[config.mk]
export PLATFORM = sky130hd
export DESIGN_NAME = conv_job_sender
export DESIGN_NICKNAME = d
export VERILOG_FILES = /design/src/rtl/conv_pkg.sv /design/src/rtl/conv_rd_addr_gen.sv /design/src/rtl/conv_job_sender.sv
export SDC_FILE = /design/constraint.sdc
export NUM_CORES = 1
export LEC_CHECK = 0
export ABC_AREA = 0
export BUFFER_PORTS_ARGS = -buffer_cell sky130_fd_sc_hd__buf_2
export CAP_MARGIN = 30
export CORE_ASPECT_RATIO = 0.5
export CORE_UTILIZATION = 48
export DETAILED_ROUTE_END_ITERATION = 8
export PLACE_DENSITY = 0.77
export SETUP_SLACK_MARGIN = 0.1
export SLEW_MARGIN = 20
export SYNTH_ARGS = -nofsm -noshare
export SYNTH_HDL_FRONTEND = slang
export SYNTH_SLANG_ARGS = --single-unit
[constraint.sdc]
create_clock -name clk_i -period 3.15 [get_ports clk_i]
set_input_delay 0.945 -clock clk_i [delete_from_list [all_inputs] [get_ports clk_i]]
set_output_delay 0.945 -clock clk_i [all_outputs]
set_load 0.03 [all_outputs]
[src/rtl/conv_pkg.sv]
// Shared types and constants for the convolution job sender.
//   state_e     : sender FSM states
//   pix_t/res_t : signed pixel/filter byte and signed engine result
//   filt_beats  : K*K for the selected filter size
//   img_beats   : N*N for a given image size
package conv_pkg;

  typedef enum logic [1:0] {StIdle, StFilt, StImg, StWait} state_e;

  localparam int unsigned FILT_BASE = 0;
  localparam int unsigned IMG_BASE  = 25;
  localparam int unsigned MAX_IMG   = 8;
  localparam int unsigned K3        = 3;
  localparam int unsigned K5        = 5;
  localparam int unsigned CNT_W     = 7;

  typedef logic signed [7:0]  pix_t;
  typedef logic signed [15:0] res_t;

  function automatic logic [CNT_W-1:0] filt_beats(input logic k5);
    return k5 ? CNT_W'(K5 * K5) : CNT_W'(K3 * K3);
  endfunction

  function automatic logic [CNT_W-1:0] img_beats(input logic [3:0] n);
    return CNT_W'(n) * CNT_W'(n);
  endfunction

endpackage

[src/rtl/conv_rd_addr_gen.sv]
// Sequential read-address generator, reused for the filter and image phases.
//   load_i/base_i/count_i : start a run of count_i addresses at base_i (load wins over step)
//   step_i                : advance to the next address
//   addr_o                : current address
//   last_o                : current address is the final one of the run
module conv_rd_addr_gen #(
  parameter int unsigned ADDR_W = 7,
  parameter int unsigned CNT_W  = 7
) (
  input  logic              clk_i,
  input  logic              rst_ni,
  input  logic              load_i,
  input  logic [ADDR_W-1:0] base_i,
  input  logic [CNT_W-1:0]  count_i,
  input  logic              step_i,
  output logic [ADDR_W-1:0] addr_o,
  output logic              last_o
);

  logic [ADDR_W-1:0] addr_q;
  logic [CNT_W-1:0]  remain_q;  // addresses left after the current one

  always_ff @(posedge clk_i or negedge rst_ni) begin
    if (!rst_ni) begin
      addr_q   <= '0;
      remain_q <= '0;
    end else if (load_i) begin
      addr_q   <= base_i;
      remain_q <= count_i - CNT_W'(1);
    end else if (step_i) begin
      addr_q   <= addr_q + ADDR_W'(1);
      remain_q <= remain_q - CNT_W'(1);
    end
  end

  assign addr_o = addr_q;
  assign last_o = (remain_q == '0);

endmodule

[src/rtl/conv_job_sender.sv]
// Transmit side of the conv-engine stream protocol.
// On an accepted job_start it reads K*K filter bytes then N*N image bytes from the source SRAM,
// streams them to the engine with filter_valid/image_valid and config sidebands, then collects
// N*N engine results into the result SRAM and reports done, or error on bad size / timeout.
//   job_*        : host job control and status
//   src_rd_*     : source SRAM read port (data valid the cycle after the strobe)
//   filter/image_valid, in_data, sidebands : stream to the engine
//   out_valid/out_data : result stream from the engine
//   res_wr_*     : result SRAM write port
module conv_job_sender #(
  parameter int unsigned MAX_IMG   = conv_pkg::MAX_IMG,
  parameter int unsigned ADDR_W    = 7,
  parameter int unsigned RES_AW    = 6,
  parameter int unsigned FILT_BASE = conv_pkg::FILT_BASE,
  parameter int unsigned IMG_BASE  = conv_pkg::IMG_BASE,
  parameter int unsigned TIMEOUT   = 64
) (
  input  logic                     clk_i,
  input  logic                     rst_ni,
  input  logic                     job_start_i,
  input  logic                     job_filter_size_i,
  input  logic [3:0]               job_image_size_i,
  input  logic                     job_pad_mode_i,
  input  logic                     job_act_mode_i,
  output logic                     job_busy_o,
  output logic                     job_done_o,
  output logic                     job_err_o,
  output logic                     src_rd_en_o,
  output logic [ADDR_W-1:0]        src_rd_addr_o,
  input  logic signed [7:0]        src_rd_data_i,
  output logic                     filter_valid_o,
  output logic                     image_valid_o,
  output logic                     filter_size_o,
  output logic [3:0]               image_size_o,
  output logic                     pad_mode_o,
  output logic                     act_mode_o,
  output logic signed [7:0]        in_data_o,
  input  logic                     out_valid_i,
  input  logic signed [15:0]       out_data_i,
  output logic                     res_wr_en_o,
  output logic [RES_AW-1:0]        res_wr_addr_o,
  output logic signed [15:0]       res_wr_data_o
);

  import conv_pkg::*;

  localparam int unsigned TmrW = $clog2(TIMEOUT) + 1;

  state_e            state_q;
  logic              k5_q, pad_q, act_q;
  logic [3:0]        n_q;
  logic              busy_q, done_q, err_q;
  logic              rd_en_q;
  // Read-tag pipeline: stage 1 lines up with src_rd_data, stage 2 with in_data.
  logic              s1_filt_q, s1_img_q, s1_last_q;
  logic              fv_q, iv_q, img_last_q;
  pix_t              in_data_q;
  logic              fs_q, pm_q, am_q;
  logic [3:0]        is_q;
  logic [CNT_W-1:0]  beat_cnt_q;
  logic [TmrW-1:0]   timer_q;
  logic              res_en_q;
  logic [RES_AW-1:0] res_addr_q;
  res_t              res_data_q;

  logic              size_ok, accept;
  logic              gen_load, gen_step, gen_last;
  logic [ADDR_W-1:0] gen_base, gen_addr;
  logic [CNT_W-1:0]  gen_count;

  assign size_ok = (job_image_size_i != 4'd0) && (32'(job_image_size_i) <= MAX_IMG);
  assign accept  = (state_q == StIdle) && job_start_i && size_ok;

  // The filter run chains straight into the image run so reads have no bubble.
  always_comb begin
    gen_load  = 1'b0;
    gen_step  = 1'b0;
    gen_base  = '0;
    gen_count = '0;
    if (accept) begin
      gen_load  = 1'b1;
      gen_base  = ADDR_W'(FILT_BASE);
      gen_count = filt_beats(job_filter_size_i);
    end else if (state_q == StFilt) begin
      if (gen_last) begin
        gen_load  = 1'b1;
        gen_base  = ADDR_W'(IMG_BASE);
        gen_count = img_beats(n_q);
      end else begin
        gen_step = 1'b1;
      end
    end else if ((state_q == StImg) && rd_en_q && !gen_last) begin
      gen_step = 1'b1;
    end
  end

  conv_rd_addr_gen #(
    .ADDR_W (ADDR_W),
    .CNT_W  (CNT_W)
  ) u_rd_addr_gen (
    .clk_i   (clk_i),
    .rst_ni  (rst_ni),
    .load_i  (gen_load),
    .base_i  (gen_base),
    .count_i (gen_count),
    .step_i  (gen_step),
    .addr_o  (gen_addr),
    .last_o  (gen_last)
  );

  always_ff @(posedge clk_i or negedge rst_ni) begin
    if (!rst_ni) begin
      state_q    <= StIdle;
      k5_q       <= 1'b0;
      n_q        <= '0;
      pad_q      <= 1'b0;
      act_q      <= 1'b0;
      busy_q     <= 1'b0;
      done_q     <= 1'b0;
      err_q      <= 1'b0;
      rd_en_q    <= 1'b0;
      s1_filt_q  <= 1'b0;
      s1_img_q   <= 1'b0;
      s1_last_q  <= 1'b0;
      fv_q       <= 1'b0;
      iv_q       <= 1'b0;
      img_last_q <= 1'b0;
      in_data_q  <= '0;
      fs_q       <= 1'b0;
      is_q       <= '0;
      pm_q       <= 1'b0;
      am_q       <= 1'b0;
      beat_cnt_q <= '0;
      timer_q    <= '0;
      res_en_q   <= 1'b0;
      res_addr_q <= '0;
      res_data_q <= '0;
    end else begin
      done_q     <= 1'b0;
      err_q      <= 1'b0;
      res_en_q   <= 1'b0;
      res_addr_q <= '0;
      res_data_q <= '0;

      // Stream pipeline: each read becomes a beat two cycles later.
      s1_filt_q  <= rd_en_q && (state_q == StFilt);
      s1_img_q   <= rd_en_q && (state_q == StImg);
      s1_last_q  <= gen_last;
      fv_q       <= s1_filt_q;
      iv_q       <= s1_img_q;
      img_last_q <= s1_img_q && s1_last_q;
      if (s1_filt_q || s1_img_q) begin
        in_data_q <= src_rd_data_i;
        fs_q      <= k5_q;
        is_q      <= n_q;
        pm_q      <= pad_q;
        am_q      <= act_q;
      end else begin
        in_data_q <= '0;
        fs_q      <= 1'b0;
        is_q      <= '0;
        pm_q      <= 1'b0;
        am_q      <= 1'b0;
      end

      unique case (state_q)
        StIdle: begin
          if (job_start_i) begin
            if (size_ok) begin
              k5_q    <= job_filter_size_i;
              n_q     <= job_image_size_i;
              pad_q   <= job_pad_mode_i;
              act_q   <= job_act_mode_i;
              busy_q  <= 1'b1;
              rd_en_q <= 1'b1;
              state_q <= StFilt;
            end else begin
              err_q <= 1'b1;
            end
          end
        end
        StFilt: begin
          if (gen_last) state_q <= StImg;
        end
        StImg: begin
          if (rd_en_q && gen_last) rd_en_q <= 1'b0;
          // Leave once the final image beat has been presented to the engine.
          if (iv_q && img_last_q) begin
            state_q    <= StWait;
            beat_cnt_q <= '0;
            timer_q    <= '0;
          end
        end
        StWait: begin
          if (beat_cnt_q == img_beats(n_q)) begin
            done_q  <= 1'b1;
            busy_q  <= 1'b0;
            state_q <= StIdle;
          end else if (out_valid_i) begin
            res_en_q   <= 1'b1;
            res_addr_q <= beat_cnt_q[RES_AW-1:0];
            res_data_q <= out_data_i;
            beat_cnt_q <= beat_cnt_q + CNT_W'(1);
            timer_q    <= '0;
          end else if (timer_q == TmrW'(TIMEOUT - 1)) begin
            err_q   <= 1'b1;
            busy_q  <= 1'b0;
            state_q <= StIdle;
          end else begin
            timer_q <= timer_q + TmrW'(1);
          end
        end
        default: state_q <= StIdle;
      endcase
    end
  end

  assign job_busy_o     = busy_q;
  assign job_done_o     = done_q;
  assign job_err_o      = err_q;
  assign src_rd_en_o    = rd_en_q;
  assign src_rd_addr_o  = rd_en_q ? gen_addr : '0;
  assign filter_valid_o = fv_q;
  assign image_valid_o  = iv_q;
  assign filter_size_o  = fs_q;
  assign image_size_o   = is_q;
  assign pad_mode_o     = pm_q;
  assign act_mode_o     = am_q;
  assign in_data_o      = in_data_q;
  assign res_wr_en_o    = res_en_q;
  assign res_wr_addr_o  = res_addr_q;
  assign res_wr_data_o  = res_data_q;

endmodule
# --- After elaboration in Yosys (flattened, before gate mapping) ---
# Cells that the tools add are included.
totals:
  regBits: 85
  inputBits: 35
  output_inout_bits: 51
  wordCells: 138
op_classes:
  add_sub_neg: 5
  multipliers: 1
  order_cmp: 1
  n_eq_ne: 15
  mux: 65
  n_reduce_logical: 24
ops:
  columns: ["operator", "count"]
  rows:
  - ["7-bit 2-to-1 mux", 14]
  - ["16-bit 2-to-1 mux", 3]
  - ["7-bit one-hot mux with 2 select lines", 2]
  - ["1-bit 2-to-1 mux", 26]
  - ["7-bit by 1-bit adder with 7-bit output, second input constant", 3]
  - ["5-bit 2-to-1 mux", 4]
  - ["6-bit 2-to-1 mux", 3]
  - ["2-bit 2-to-1 mux", 7]
  - ["7-bit by 1-bit subtractor with 7-bit output, second input constant", 2]
  - ["4-bit AND reduction", 3]
  - ["2-bit inequality test, second input constant", 5]
  - ["1-bit logical AND", 9]
  - ["3-bit inequality test, second input constant", 3]
  - ["8-bit 2-to-1 mux", 1]
  - ["2-bit one-hot mux with 4 select lines", 1]
  - ["2-bit nonzero test", 4]
  - ["7-bit by 6-bit == test with 1-bit output, second input constant", 1]
  - ["7-bit == test", 1]
  - ["7-bit logical NOT", 1]
  - ["4-bit by 4-bit multiplier with 7-bit output", 1]
  - ["1-bit one-hot mux with 2 select lines", 3]
  - ["6-bit AND reduction", 1]
  - ["5-bit AND reduction", 1]
  - ["2-bit == test, second input constant", 2]
  - ["other kinds (9)", 10]

# --- Logic depth before layout (Yosys ltp) ---
depth:
  depth_word: 8
  depth_mapped: 12
  mapped_depth_nobuf: 10

# --- Modules after synthesis ---
# Synthesis repeated with hierarchy kept, for this count alone.
unflattened:
  hier_cells: 368
  hier_area_um2: 4036.4
modules_own_cells:
  columns: ["mod", "n_inst", "cells_each", "area_per_inst_um2", "seq_area_each_um2"]
  rows:
  - ["conv_job_sender", 1, 276, 3181.8, 1776.7]
  - ["conv_rd_addr_gen", 1, 92, 854.6, 350.3]

# --- Least setup slack after synthesis ---
# OpenSTA, ideal clock, no wires.
synth_timing:
  path_kind: "in2reg"
  start: "in job_image_size_i[1]"
  end: "reg u_rd_addr_gen.remain_q[6]"
  setup_ns: 0.136
  arrival_time_ns: 3.084
  required_ns: 3.014
  slack_ns: -0.070
  path_stages: 10
  n_path_buf: 2
  path_cell_list: "o31a_1 or3_1 buf_4 clkbuf_1 nand2_1 ha_1 o211ai_1 nor4b_1 mux2i_1 a21oi_1"
synth_via:
  elab_chain_len: 6
  elab_cells_between_ends: 10
  classes_between: "1 x add/sub; 1 x order compare; 4 x mux; 4 x reduce/logical"
synth_rtl:
  columns: ["element", "line_no", "text"]
  rows:
  - ["from (decl)", "conv_job_sender.sv:22", "input logic [3:0] job_image_size_i,"]
  - ["4-bit <= comparator or 4-bit nonzero test (tied branches)", "conv_job_sender.sv:71", "assign size_ok = (job_image_size_i != 4'd0) && (32'(job_image_size_i) <= MAX_IMG);"]
  - ["1-bit logical AND (*)", "conv_job_sender.sv:71", null]
  - ["1-bit logical AND (*)", "conv_job_sender.sv:72", "assign accept = (state_q == StIdle) && job_start_i && size_ok;"]
  - ["7-bit 2-to-1 mux", "conv_job_sender.sv:80", "if (accept) begin"]
  - ["7-bit by 1-bit subtractor with 7-bit output", "conv_rd_addr_gen.sv:29", "remain_q <= count_i - CNT_W'(1);"]
  - ["7-bit 2-to-1 mux", "conv_rd_addr_gen.sv:27", "end else if (load_i) begin"]
  - ["to (signal assigned)", "conv_rd_addr_gen.sv:29", null]
  - ["to (signal assigned)", "conv_rd_addr_gen.sv:32", "remain_q <= remain_q - CNT_W'(1);"]
  - ["to (decl)", "conv_rd_addr_gen.sv:21", "logic [CNT_W-1:0] remain_q;"]
# Every way passes the cells marked *; elsewhere a longest branch is shown, timed or not.
# A chain may end at the register's enable or synchronous reset.

# --- Final worst setup path ---
layout_timing:
  start: "in job_image_size_i[3]"
  end: "reg u_rd_addr_gen.remain_q[6]"
# Same word-level chain as after synthesis.

==> impl_metrics.json <==
{
  "p_leak_nw": 2.531,
  "syn_avg_cell_area_sq_um": 10.90,
  "antenna_found_initial": 0,
  "h-tree-depth": 3,
  "arrival_ns": 2.96,
  "clock_power_share_pct": 49.7,
  "crit_required_ns": 3.37,
  "combPwrFrac_pct": 2.4,
  "drv_slew": 0,
  "worst_hold_startpoint": "s1_filt_q",
  "power.internal_mw": 1.827,
  "slew_headroom_pct": 56.11,
  "syn_area_sq_um": 4098,
  "layout_min_cycle_time_ns": 2.740,
  "cts_resized": 0,
  "drc": 0,
  "drv_cap": 0,
  "clk_pin_slew_worst_paths_ns": 0.06,
  "r2r_slack_ns": 0.41,
  "hold_end": "filter_valid_o",
  "cts_buffers": 9,
  "rsz0062_at_grt": "no",
  "fp-row-count": 23,
  "max_freq_mhz": 364.9,
  "routed-via-count": 3041,
  "synth_edf_count": 0,
  "holdPathStages": 0,
  "rr_worst_depth": 8,
  "yosysTopAreaCell": "dfrtp_1",
  "ant_nets": 0,
  "finClkSkew_ns": 0.006505,
  "multi_input_area_sq_um": 1861,
  "syn_nets": 422,
  "yosys_warnings": 0,
  "crit_fanout": 10,
  "grt_pass1_vias": 2942,
  "dp_hpwl_microns": 6156,
  "cts-root-buf": "clkbuf_16",
  "min_path_type": "register to register",
  "cts_buffer_depth": 2,
  "die-area_sq_um": 8933,
  "pre_cts_slack_ns": 0.08885,
  "hold_violations": 0,
  "cts.hold.buffers_added": 0,
  "layout-area-overhead-vs-synth_pct": 21.86,
  "grt_max_degree": 42,
  "gp_congestion": 0.8864,
  "postCtsSetupBuffers": 0,
  "switchingPower_uw": 451.7,
  "synth_area_leaders": "dfrtp_1, and2_4, nand2_1, ha_1, and2_1",
  "placeableCoreArea_sq_um": 8144,
  "grt_use_total_pct": 20.56,
  "fillers": 685,
  "r2r-end": "state_q[1]",
  "worst_slack_ns": 0.4096,
  "p_seq_share_pct": 47.9,
  "tns_ns": 0,
  "cp-end-kind": "register",
  "grt_pass1_wl_microns": 14020,
  "synth_ff_type": "dfrtp_1",
  "io_buffers": 85,
  "finalCritPeriodShare_pct": 87.00,
  "criticalPathCategory": "primary input to register",
  "rr_startpoint": "n_q[0]",
  "antennaDiodeCount": 0,
  "die_h_microns": 67.34,
  "drt-initial-drc-count": 140,
  "ioPinCount": 86,
  "cp-start-kind": "primary input",
  "clkLatencyLatePin_ns": 0.34,
  "async_flop_share_pct": 100.0,
  "start_util_pct": 50.31,
  "nets": 516,
  "clock-sinks": 85,
  "layout-drive-gt1-share_pct": 33.47,
  "dr.pass1.iters": 4,
  "ir_drop_mv": 0.2551,
  "p_sw_share_pct": 19.82,
  "powerDensity_nw_per_um2": 456.3,
  "ys_seq_area_share_pct": 51.91,
  "wl_per_cell_microns": 14.51,
  "worst_slew_pin_slew_ns": 0.6570,
  "overflow": 0,
  "totalWireLength_microns": 8520,
  "status": "finished clean",
  "synth-seq-cells": 85,
  "die_w_microns": 132.7,
  "vias_per_cell": 5.181,
  "synthDistinctLibCells": 62,
  "cts_tree": "done",
  "syn_inst": 376,
  "setup_violations": 0,
  "register_area_sq_um": 2127,
  "synth_top_cell_area_share_pct": 51.91
}
==> per-layer routing <==
metal  up-vias  wire [microns]  global-route usage (%)
met5         -               0                       0
met4         0              92                   8.621
met3         8             493                   6.156
met2       108            4025                   33.55
met1      1441            3909                   26.07
li1       1484               -                       -
==> critical path, cell delays in order <==
cell and delay, ns:
buf_2 0.13, nor4_4 0.32, or3_1 0.20, buf_4 0.18, and2_1 0.16, ha_2 0.22
o211ai_1 0.14, nor4b_2 0.36, mux2i_1 0.24, a21oi_1 0.08
==> final cells by class <==
| class | count | area share (%) |
|---|---|---|
| flip-flops and latches | 85 | 42.60 |
| multi-input cells | 271 | 37.26 |
| inverters | 6 | 0.4510 |
| clock buffers | 10 | 4.786 |
| well taps | 112 | 2.806 |
| clock inverters | 6 | 1.729 |
| repair buffers | 97 | 10.37 |
==> power by group through the flow <==
stage | clock (mW) | sequential (mW) | combinational [mW]
global placement | 0 | 1.11 | 0.0558
CTS | 1.17 | 1.09 | 0.0573
finish | 1.13 | 1.09 | 0.0555
floorplan | 0 | 1.11 | 0.00619
global route | 1.21 | 1.09 | 0.0626
detailed placement | 0 | 1.11 | 0.0568
==> synth_stat cells, drive strengths merged (5+ instances only) <==
cell type   n
a21oi      22
and2       37
buf         9
clkbuf      5
dfrtp      85
ha         11
inv         6
mux2i       5
nand2      44
nand3      13
nor2       19
nor2b      18
o21ai      20
or3        11
xnor2       8
xor2        8
==> placed cells by master (no fill, tap or decap), types with 5 or more instances in the layout <==
master	count
dfrtp_1	85
buf_2	84
nand2_1	44
nor2_1	19
and2_4	19
a21oi_1	19
and2_1	18
nor2b_1	16
o21ai_0	13
buf_4	13
nand3_1	12
or3_1	11
ha_1	10
clkbuf_16	9
xor2_1	7
o21ai_1	7
xnor2_1	6
inv_1	5
mux2i_1	5
==> worst max-delay path by stage <==
stage	startpoint	end	slack [ns]	cells past startpoint
after floorplan	job_image_size_i[1]	u_rd_addr_gen.remain_q[6]	0.11	10
after global placement	job_image_size_i[1]	u_rd_addr_gen.remain_q[6]	0.17	9
after detailed placement	job_image_size_i[3]	u_rd_addr_gen.remain_q[6]	0.09	10
after CTS	n_q[0]	state_q[1]	0.39	8
after global routing	job_image_size_i[3]	u_rd_addr_gen.remain_q[6]	0.26	10
final	job_image_size_i[3]	u_rd_addr_gen.remain_q[6]	0.41	10
==> sequential cells by signal (all words and copies together), names as in the netlist, 2 cells and up <==
| name | flops |
|---|---|
| image_size_o | 4 |
| res_wr_data_o | 16 |
| state_q | 2 |
| n_q | 4 |
| u_rd_addr_gen.remain_q | 7 |
| res_wr_addr_o | 6 |
| timer_q | 7 |
| u_rd_addr_gen.addr_o | 7 |
| beat_cnt_q | 7 |
| in_data_o | 8 |
==> metrics by stage <==
| stage | power (mW) | hold slack, ns | instances | util, % | cell area, sq um |
|---|---|---|---|---|---|
| floorplan | 1.118 | 0.3543 | 376 | - | 4108 |
| CTS | 2.315 | 0.4067 | 587 | 61.32 | 4994 |
| global placement | 1.168 | 0.3633 | 570 | 57.23 | 4661 |
| finish | 2.279 | 0.4109 | 587 | 61.32 | 4994 |
| detailed placement | 1.169 | 0.3857 | 571 | 57.32 | 4668 |
| global route | 2.366 | 0.4295 | 587 | 61.32 | 4994 |
==> logic make-up (layout without fill, tap and decap cells) <==
group / count (synthesis) / after routing / synth area share [%]
adder cells (fa/ha/maj): 11 / 11 / 3.359
AND/OR/NAND/NOR: 167 / 167 / 24.43
XOR/XNOR: 16 / 16 / 3.970
multiplexers: 8 / 8 / 2.046
flip-flops: 85 / 85 / 51.91
AO/OA/AOI/OAI: 69 / 69 / 11.39
buffers and inverters: 20 / 119 / 2.901
Power figures use the tool's default switching activity.
